**config.mk**
```make
export PLATFORM = sky130hd
export DESIGN_NAME = memory_access_stage
export DESIGN_NICKNAME = d
export VERILOG_FILES = /design/src/rtl/memory_access_stage_pkg.sv /design/src/rtl/memory_access_stage_load_aligner.sv /design/src/rtl/memory_access_stage.sv
export SDC_FILE = /design/constraint.sdc
export NUM_CORES = 1
export LEC_CHECK = 0
export BUFFER_PORTS_ARGS = -buffer_cell sky130_fd_sc_hd__clkbuf_2
export CAP_MARGIN = 0
export CELL_PAD_IN_SITES_DETAIL_PLACEMENT = 1
export CELL_PAD_IN_SITES_GLOBAL_PLACEMENT = 1
export CORE_MARGIN = 1
export CORE_UTILIZATION = 36
export DETAILED_ROUTE_END_ITERATION = 6
export PLACE_DENSITY_LB_ADDON = 0.1
export SLEW_MARGIN = 20
export SYNTH_ARGS = -nofsm -noshare
export SYNTH_HDL_FRONTEND = slang
export SYNTH_SLANG_ARGS = --single-unit
```
**constraint.sdc**
```tcl
create_clock -name clk -period 2 [get_ports clk]
set_input_delay 0.1 -clock clk [delete_from_list [all_inputs] [get_ports clk]]
set_output_delay 0.1 -clock clk [all_outputs]
set_load 0.02 [all_outputs]
```
**src/rtl/memory_access_stage_pkg.sv**
```systemverilog
// Shared encodings, widths and byte-lane helpers for the memory access stage.
// Used by memory_access_stage and load_aligner.
package memory_access_stage_pkg;

  localparam int DATA_WIDTH    = 32;
  localparam int REGADDR_WIDTH = 5;

  localparam logic [1:0] MEM_BYTE = 2'd0;
  localparam logic [1:0] MEM_HALF = 2'd1;
  localparam logic [1:0] MEM_WORD = 2'd2;

  typedef enum logic [1:0] {
    MAS_IDLE = 2'd0,
    MAS_REQ  = 2'd1,
    MAS_RESP = 2'd2
  } mas_state_t;

  function automatic logic align_fault(
    input logic [1:0] len,
    input logic [1:0] off
  );
    logic f;
    f = 1'b1;
    unique case (1'b1)
      len == MEM_BYTE: f = 1'b0;
      len == MEM_HALF: f = off[0];
      len == MEM_WORD: f = |off;
      default:         f = 1'b1;
    endcase
    return f;
  endfunction

  function automatic logic [3:0] lane_mask(
    input logic [1:0] len,
    input logic [1:0] off
  );
    logic [3:0] m;
    m = 4'hF;
    unique case (1'b1)
      len == MEM_BYTE: m = 4'b0001 << off;
      len == MEM_HALF: m = 4'b0011 << off;
      default:         m = 4'hF;
    endcase
    return m;
  endfunction

  // Replicating the datum across the word puts it in every lane it may land in
  function automatic logic [DATA_WIDTH-1:0] lane_data(
    input logic [1:0]            len,
    input logic [DATA_WIDTH-1:0] d
  );
    logic [DATA_WIDTH-1:0] w;
    w = d;
    unique case (1'b1)
      len == MEM_BYTE: w = {4{d[7:0]}};
      len == MEM_HALF: w = {2{d[15:0]}};
      default:         w = d;
    endcase
    return w;
  endfunction

endpackage

```
**src/rtl/memory_access_stage_load_aligner.sv**
```systemverilog
// Load data aligner: picks the addressed byte/half/word out of a read word
// and sign- or zero-extends it.
module load_aligner
  import memory_access_stage_pkg::*;
(
  input  logic [DATA_WIDTH-1:0] i_rdata,
  input  logic [1:0]            i_offset,
  input  logic [1:0]            i_size,
  input  logic                  i_unsigned,
  output logic [DATA_WIDTH-1:0] o_data
);

  logic [DATA_WIDTH-1:0] w_shift;
  logic                  w_sb;
  logic                  w_sh;

  assign w_shift = i_rdata >> {i_offset, 3'b000};
  assign w_sb    = ~i_unsigned & w_shift[7];
  assign w_sh    = ~i_unsigned & w_shift[15];

  always_comb begin
    o_data = w_shift;
    unique case (1'b1)
      i_size == MEM_BYTE:
        o_data = {{(DATA_WIDTH-8){w_sb}}, w_shift[7:0]};
      i_size == MEM_HALF:
        o_data = {{(DATA_WIDTH-16){w_sh}}, w_shift[15:0]};
      default:
        o_data = w_shift;
    endcase
  end

endmodule

```
**src/rtl/memory_access_stage.sv**
```systemverilog
// Memory access stage: req/ack data-memory transaction, lane alignment, writeback.
// Optional acknowledge timeout enabled by defining MEM_TIMEOUT_EN.
module memory_access_stage
  import memory_access_stage_pkg::*;
#(
  parameter int TIMEOUT_CYCLES = 64
)
(
  input  logic                     clk,
  input  logic                     reset,
  input  logic                     load_in,
  input  logic                     loadUnsigned_in,
  input  logic                     store_in,
  input  logic [1:0]               memLength_in,
  input  logic [DATA_WIDTH-1:0]    storeData_in,
  input  logic [DATA_WIDTH-1:0]    address_in,
  input  logic [REGADDR_WIDTH-1:0] writeSelect_in,
  input  logic                     writeEnable_in,
  output logic                     mem_req,
  output logic                     mem_we,
  output logic [DATA_WIDTH-1:0]    mem_addr,
  output logic [DATA_WIDTH-1:0]    mem_wdata,
  output logic [3:0]               mem_byteEn,
  input  logic                     mem_ack,
  input  logic [DATA_WIDTH-1:0]    mem_rdata,
  output logic                     stall,
  output logic [DATA_WIDTH-1:0]    result_out,
  output logic [REGADDR_WIDTH-1:0] writeSelect_out,
  output logic                     writeEnable_out,
  output logic                     misaligned_out,
  output logic                     busError_out
);

  mas_state_t r_state;
  mas_state_t w_next;

  logic                     w_mem_op;
  logic                     w_fault;
  logic                     w_accept;
  logic                     w_timeout;
  logic                     w_stall;
  logic                     w_req;
  logic [DATA_WIDTH-1:0]    w_load;

  logic [1:0]               r_off;
  logic [1:0]               r_size;
  logic                     r_uns;
  logic                     r_is_load;
  logic [REGADDR_WIDTH-1:0] r_ws;
  logic                     r_we;
  logic                     r_mem_we;
  logic [DATA_WIDTH-1:0]    r_mem_addr;
  logic [DATA_WIDTH-1:0]    r_mem_wdata;
  logic [3:0]               r_mem_be;

  assign w_mem_op = load_in | store_in;
  assign w_fault  = w_mem_op &
                    ((load_in & store_in) |
                     align_fault(memLength_in, address_in[1:0]));
  assign w_accept = (r_state == MAS_IDLE) & w_mem_op & ~w_fault;

  load_aligner u_load_aligner (
    .i_rdata    (mem_rdata),
    .i_offset   (r_off),
    .i_size     (r_size),
    .i_unsigned (r_uns),
    .o_data     (w_load)
  );

  always_ff @(posedge clk) begin
    if (reset) r_state <= MAS_IDLE;
    else       r_state <= w_next;
  end

  always_comb begin
    w_next = r_state;
    unique case (r_state)
      MAS_IDLE: if (w_accept) w_next = MAS_REQ;
      MAS_REQ: begin
        if (mem_ack)        w_next = MAS_RESP;
        else if (w_timeout) w_next = MAS_IDLE;
      end
      MAS_RESP: w_next = MAS_IDLE;
      default:  w_next = MAS_IDLE;
    endcase
  end

  always_comb begin
    w_stall = 1'b0;
    w_req   = 1'b0;
    unique case (r_state)
      MAS_IDLE: w_stall = w_mem_op & ~w_fault;
      MAS_REQ: begin
        w_stall = 1'b1;
        w_req   = 1'b1;
      end
      default: ;
    endcase
  end

  assign stall      = w_stall & ~reset;
  assign mem_req    = w_req;
  assign mem_we     = r_mem_we;
  assign mem_addr   = r_mem_addr;
  assign mem_wdata  = r_mem_wdata;
  assign mem_byteEn = r_mem_be;

  always_ff @(posedge clk) begin
    if (reset) begin
      result_out      <= '0;
      writeSelect_out <= '0;
      writeEnable_out <= 1'b0;
      misaligned_out  <= 1'b0;
      r_off           <= '0;
      r_size          <= '0;
      r_uns           <= 1'b0;
      r_is_load       <= 1'b0;
      r_ws            <= '0;
      r_we            <= 1'b0;
      r_mem_we        <= 1'b0;
      r_mem_addr      <= '0;
      r_mem_wdata     <= '0;
      r_mem_be        <= '0;
    end else begin
      writeEnable_out <= 1'b0;
      misaligned_out  <= 1'b0;
      unique case (r_state)
        MAS_IDLE: begin
          if (!w_mem_op) begin
            result_out      <= address_in;
            writeSelect_out <= writeSelect_in;
            writeEnable_out <= writeEnable_in;
          end else if (w_fault) begin
            misaligned_out  <= 1'b1;
          end else begin
            r_off       <= address_in[1:0];
            r_size      <= memLength_in;
            r_uns       <= loadUnsigned_in;
            r_is_load   <= load_in;
            r_ws        <= writeSelect_in;
            r_we        <= writeEnable_in;
            r_mem_we    <= store_in;
            r_mem_addr  <= {address_in[DATA_WIDTH-1:2], 2'b00};
            r_mem_be    <= lane_mask(memLength_in, address_in[1:0]);
            r_mem_wdata <= lane_data(memLength_in, storeData_in);
          end
        end
        MAS_REQ: begin
          if (mem_ack && r_is_load) begin
            result_out      <= w_load;
            writeSelect_out <= r_ws;
            writeEnable_out <= r_we;
          end
        end
        default: ;
      endcase
    end
  end

`ifdef MEM_TIMEOUT_EN
  localparam int TW = $clog2(TIMEOUT_CYCLES + 1);

  logic [TW-1:0] r_tmo;
  logic          r_bus;

  assign w_timeout = (r_state == MAS_REQ) & ~mem_ack &
                     (r_tmo == TW'(TIMEOUT_CYCLES - 1));

  always_ff @(posedge clk) begin
    if (reset) begin
      r_tmo <= '0;
      r_bus <= 1'b0;
    end else begin
      r_bus <= w_timeout;
      if ((r_state == MAS_REQ) && !mem_ack) r_tmo <= r_tmo + 1'b1;
      else                                  r_tmo <= '0;
    end
  end

  assign busError_out = r_bus;
`else
  assign w_timeout    = 1'b0;
  assign busError_out = 1'b0;
`endif

endmodule
```
==> results.yml <==
run_status:
  status: "finished, final reports clean"
clocking:
  cts_root_buffer: "clkbuf_16"
  clkTransAtPathRegs_ns: 0.06
  cts_sinks: 120
  cts_buffers: 17
  cts_tree: "built"
  htreeDepth: 4
  cts_buffer_depth: 2
  clk-insertion-delay-late_ns: 0.42
route:
  wl_per_cell_um: 19.73
  drt_iter0_markers: 425
  met3_length_um: 1369
  wirelength_um: 23220
  wl_met2_um: 11320
  drc: 0
  top_layer: "met4"
  wl_met1_um: 10030
  via_per_inst: 5.520
  postRouteAntennaNets: 0
  drtPass1Iterations: 4
  vias: 6497
grt:
  gr-usage-all-layers_pct: 27.53
  first_global_vias: 6732
  grt_pass1_wl_um: 35730
  grt_max_degree: 64
  overflow: 0
  grt_antenna_before_repair: 1
critical_path:
  cp_slowest_stage_delay_ns: 0.59
  end_kind: "register"
  reg2reg_slack_ns: 0.19
  crit_fanout: 7
  cp.required_ns: 2.28
  path_class: "reg2reg"
  r2r_start: "r_off[1]$_SDFFE_PP0P_"
  worstSetupStartpointType: "register"
  cp.arrival_ns: 2.09
  cp_slowest_cell: "mux4_2"
  reg2regPathDepth: 4
  path_cells: "mux4_2 > a21o_1 > o2111ai_1 > a21oi_1"
  rr_endpoint: "result_out[14]$_SDFFE_PP0P_"
placement:
  place.gp.congestion: 0.8385
  numPortBuffers: 217
  dp_hpwl_um: 15780
floorplanning:
  die-width_um: 130.9
  core.rowCount: 46
  initial_utilization_pct: 37.23
  die_y_um: 130.9
  die_area_mm2: 0.01713
  io_pins: 221
  core_mm2: 0.01606
layout:
  nets: 1060
  synthToLayoutAreaGrowth_pct: 38.70
  post-route-util_pct: 51.64
  drive_gt1_share_pct: 30.14
  fill_cells: 1981
worst_hold_path:
  holdCritStartpoint: "storeData_in[20]"
  hp-class: "in2reg"
  min_to: "mem_wdata[20]$_SDFFE_PP0P_"
  min_path_cells: 3
yosys:
  yosys_warnings: 0
  yosys_most_used_dff: "dfxtp_1"
  yosys_register_bits: 120
  synthCells: 722
  syn_area_per_cell_um2: 8.280
  ys_types: 43
  synth_edf_count: 0
  synth_async_sr_flop_share_pct: 0
  syn_area_mm2: 0.005978
  seq_area_frac_synth_pct: 40.18
sta:
  worst_slew_pin_slew_ns: 0.8276
  fmax_mhz: 552.2
  fin_worst_skew_ns: 0.008579
  slew_headroom_pct: 44.77
  fin_setup_tns_ns: 0
  rsz0062_at_grt: "no"
  period_share_pct: 90.55
  hold_viol: 0
  layout_min_cycle_time_ns: 1.811
  slew_viol_final: 0
  setup_viol: 0
  whs_ns: 0.01483
power:
  irDropWorstVdd_mv: 0.6692
  leakagePower_nw: 3.360
  powerDensity_mw_per_mm2: 875.0
job:
  cap_violations: 0
metal layers:
| metal | GRT usage (%) | vias to the layer above |
|---|---|---|
| li1 | - | 3098 |
| met1 | 33.55 | 3153 |
| met2 | 46.25 | 213 |
| met3 | 7.248 | 33 |
| met4 | 10.75 | 0 |
| met5 | 0 | - |
registers in the layout, summed over array words and instances (netlist names):
name	count
mem_wdata	32
result_out	32
mem_addr	30
r_ws	5
writeSelect_out	5
mem_byteEn	4
r_off	2
r_size	2
r_state	2
mem_we	1
misaligned_out	1
r_is_load	1
r_uns	1
r_we	1
writeEnable_out	1
report_power, final:
| part | switching [mW] | total (mW) | internal, mW | leakage [nW] |
|---|---|---|---|---|
| clock | 1.05 | 2.95 | 1.90 | 0.272 |
| combinational | 1.02 | 1.62 | 0.597 | 2.10 |
| sequential | 0.111 | 2.68 | 2.57 | 0.983 |
| total | 2.19 | 7.26 | 5.07 | 3.36 |
metrics by stage:
stage          instances  total power [mW]  cell area [um2]  setup WS (ns)
2_1_floorplan        724             3.674             5986         0.2923
3_3_place_gp        1096             4.214             7219         0.2341
3_5_place_dp        1096             4.260             7219         0.1062
4_1_cts             1175             7.312             8282         0.1047
5_1_grt             1175             7.586             8287        0.03355
6_report            1177             7.255             8292         0.1890
area by class of cell:
| type | count | area (um2) | area share [%] |
|---|---|---|---|
| diodes | 2 | 5.005 | 0.06036 |
| repair buffers | 288 | 1824 | 22.00 |
| inverters | 3 | 11.26 | 0.1358 |
| flip-flops and latches | 120 | 2402 | 28.97 |
| well taps | 216 | 270.3 | 3.259 |
| clock buffers | 24 | 481.7 | 5.810 |
| multi-input cells | 520 | 3227 | 38.92 |
| clock inverters | 4 | 70.07 | 0.8450 |
how the worst max path moves through the flow:
stage / from / end / slack (ns) / cells past startpoint
floorplan: r_state[0]$_SDFFE_PP0P_ / stall / 0.29 / 6
global placement: address_in[0] / mem_wdata[8]$_SDFFE_PP0P_ / 0.23 / 5
detailed placement: r_off[1]$_SDFFE_PP0P_ / result_out[30]$_SDFFE_PP0P_ / 0.11 / 4
CTS: r_off[1]$_SDFFE_PP0P_ / result_out[30]$_SDFFE_PP0P_ / 0.10 / 4
global route: r_state[0]$_SDFFE_PP0P_ / result_out[2]$_SDFFE_PP0P_ / 0.03 / 5
finish: r_off[1]$_SDFFE_PP0P_ / result_out[14]$_SDFFE_PP0P_ / 0.19 / 4
synthesized netlist by cell type (all sizes together) (2+ instances only):
master	count	area share, %
o2111ai	2	0.29
o21ai	83	6.9
or4	2	0.25
mux2	7	1.3
inv	3	0.19
o211ai	13	1.6
nor4	2	0.21
nor3	5	0.42
dfxtp	120	40
a311oi	16	2.3
mux2i	50	8.4
a21oi	99	8.3
nand2	41	2.6
nor2	35	2.3
nand3	64	5.4
a211oi	47	6.7
nand2b	24	2.5
buf	26	2.7
nand3b	10	1.3
clkbuf	55	3.5
cells in the final DEF (no fill, tap or decap), types with 3 or more instances in the layout:
cell,netlist,layout
a311oi_1,16,16
mux2_2,7,7
dlygate4sd3_1,0,51
o211ai_1,13,13
nand2_1,41,41
nand3_1,64,64
a211oi_1,37,37
mux2i_1,50,50
nand3b_1,10,10
clkbuf_2,0,216
nor2_1,33,33
dfxtp_1,120,120
buf_4,8,15
buf_12,0,6
a211oi_2,10,10
o21ai_0,83,83
nand2b_1,24,23
clkbuf_1,55,4
clkbuf_8,0,3
conb_1,1,3
inv_1,3,3
nor3_1,5,5
a21oi_1,99,99
clkbuf_16,0,17
worst max-delay path: cells and delay by family (launching register included):
family,cells,cell delay [ns]
AO/OA/AOI/OAI,3,0.62
flip-flops,1,0.48
multiplexers,1,0.59
cells by family after synthesis:
logic type      share of synthesized area, %
flops                                  40.18
buf+inv                                6.321
other cells                          0.06273
simple gates                           15.57
compound gates                         27.79
mux                                    10.07
timing repair:
item | CTS | global route
gates resized for setup | 0 | 1
buffers inserted | 0 | 0
setup endpoints to repair | 0 | 9
hold endpoints to repair | 58 | 0
hold buffers | 51 | 0
Power figures use the tool's default switching activity.
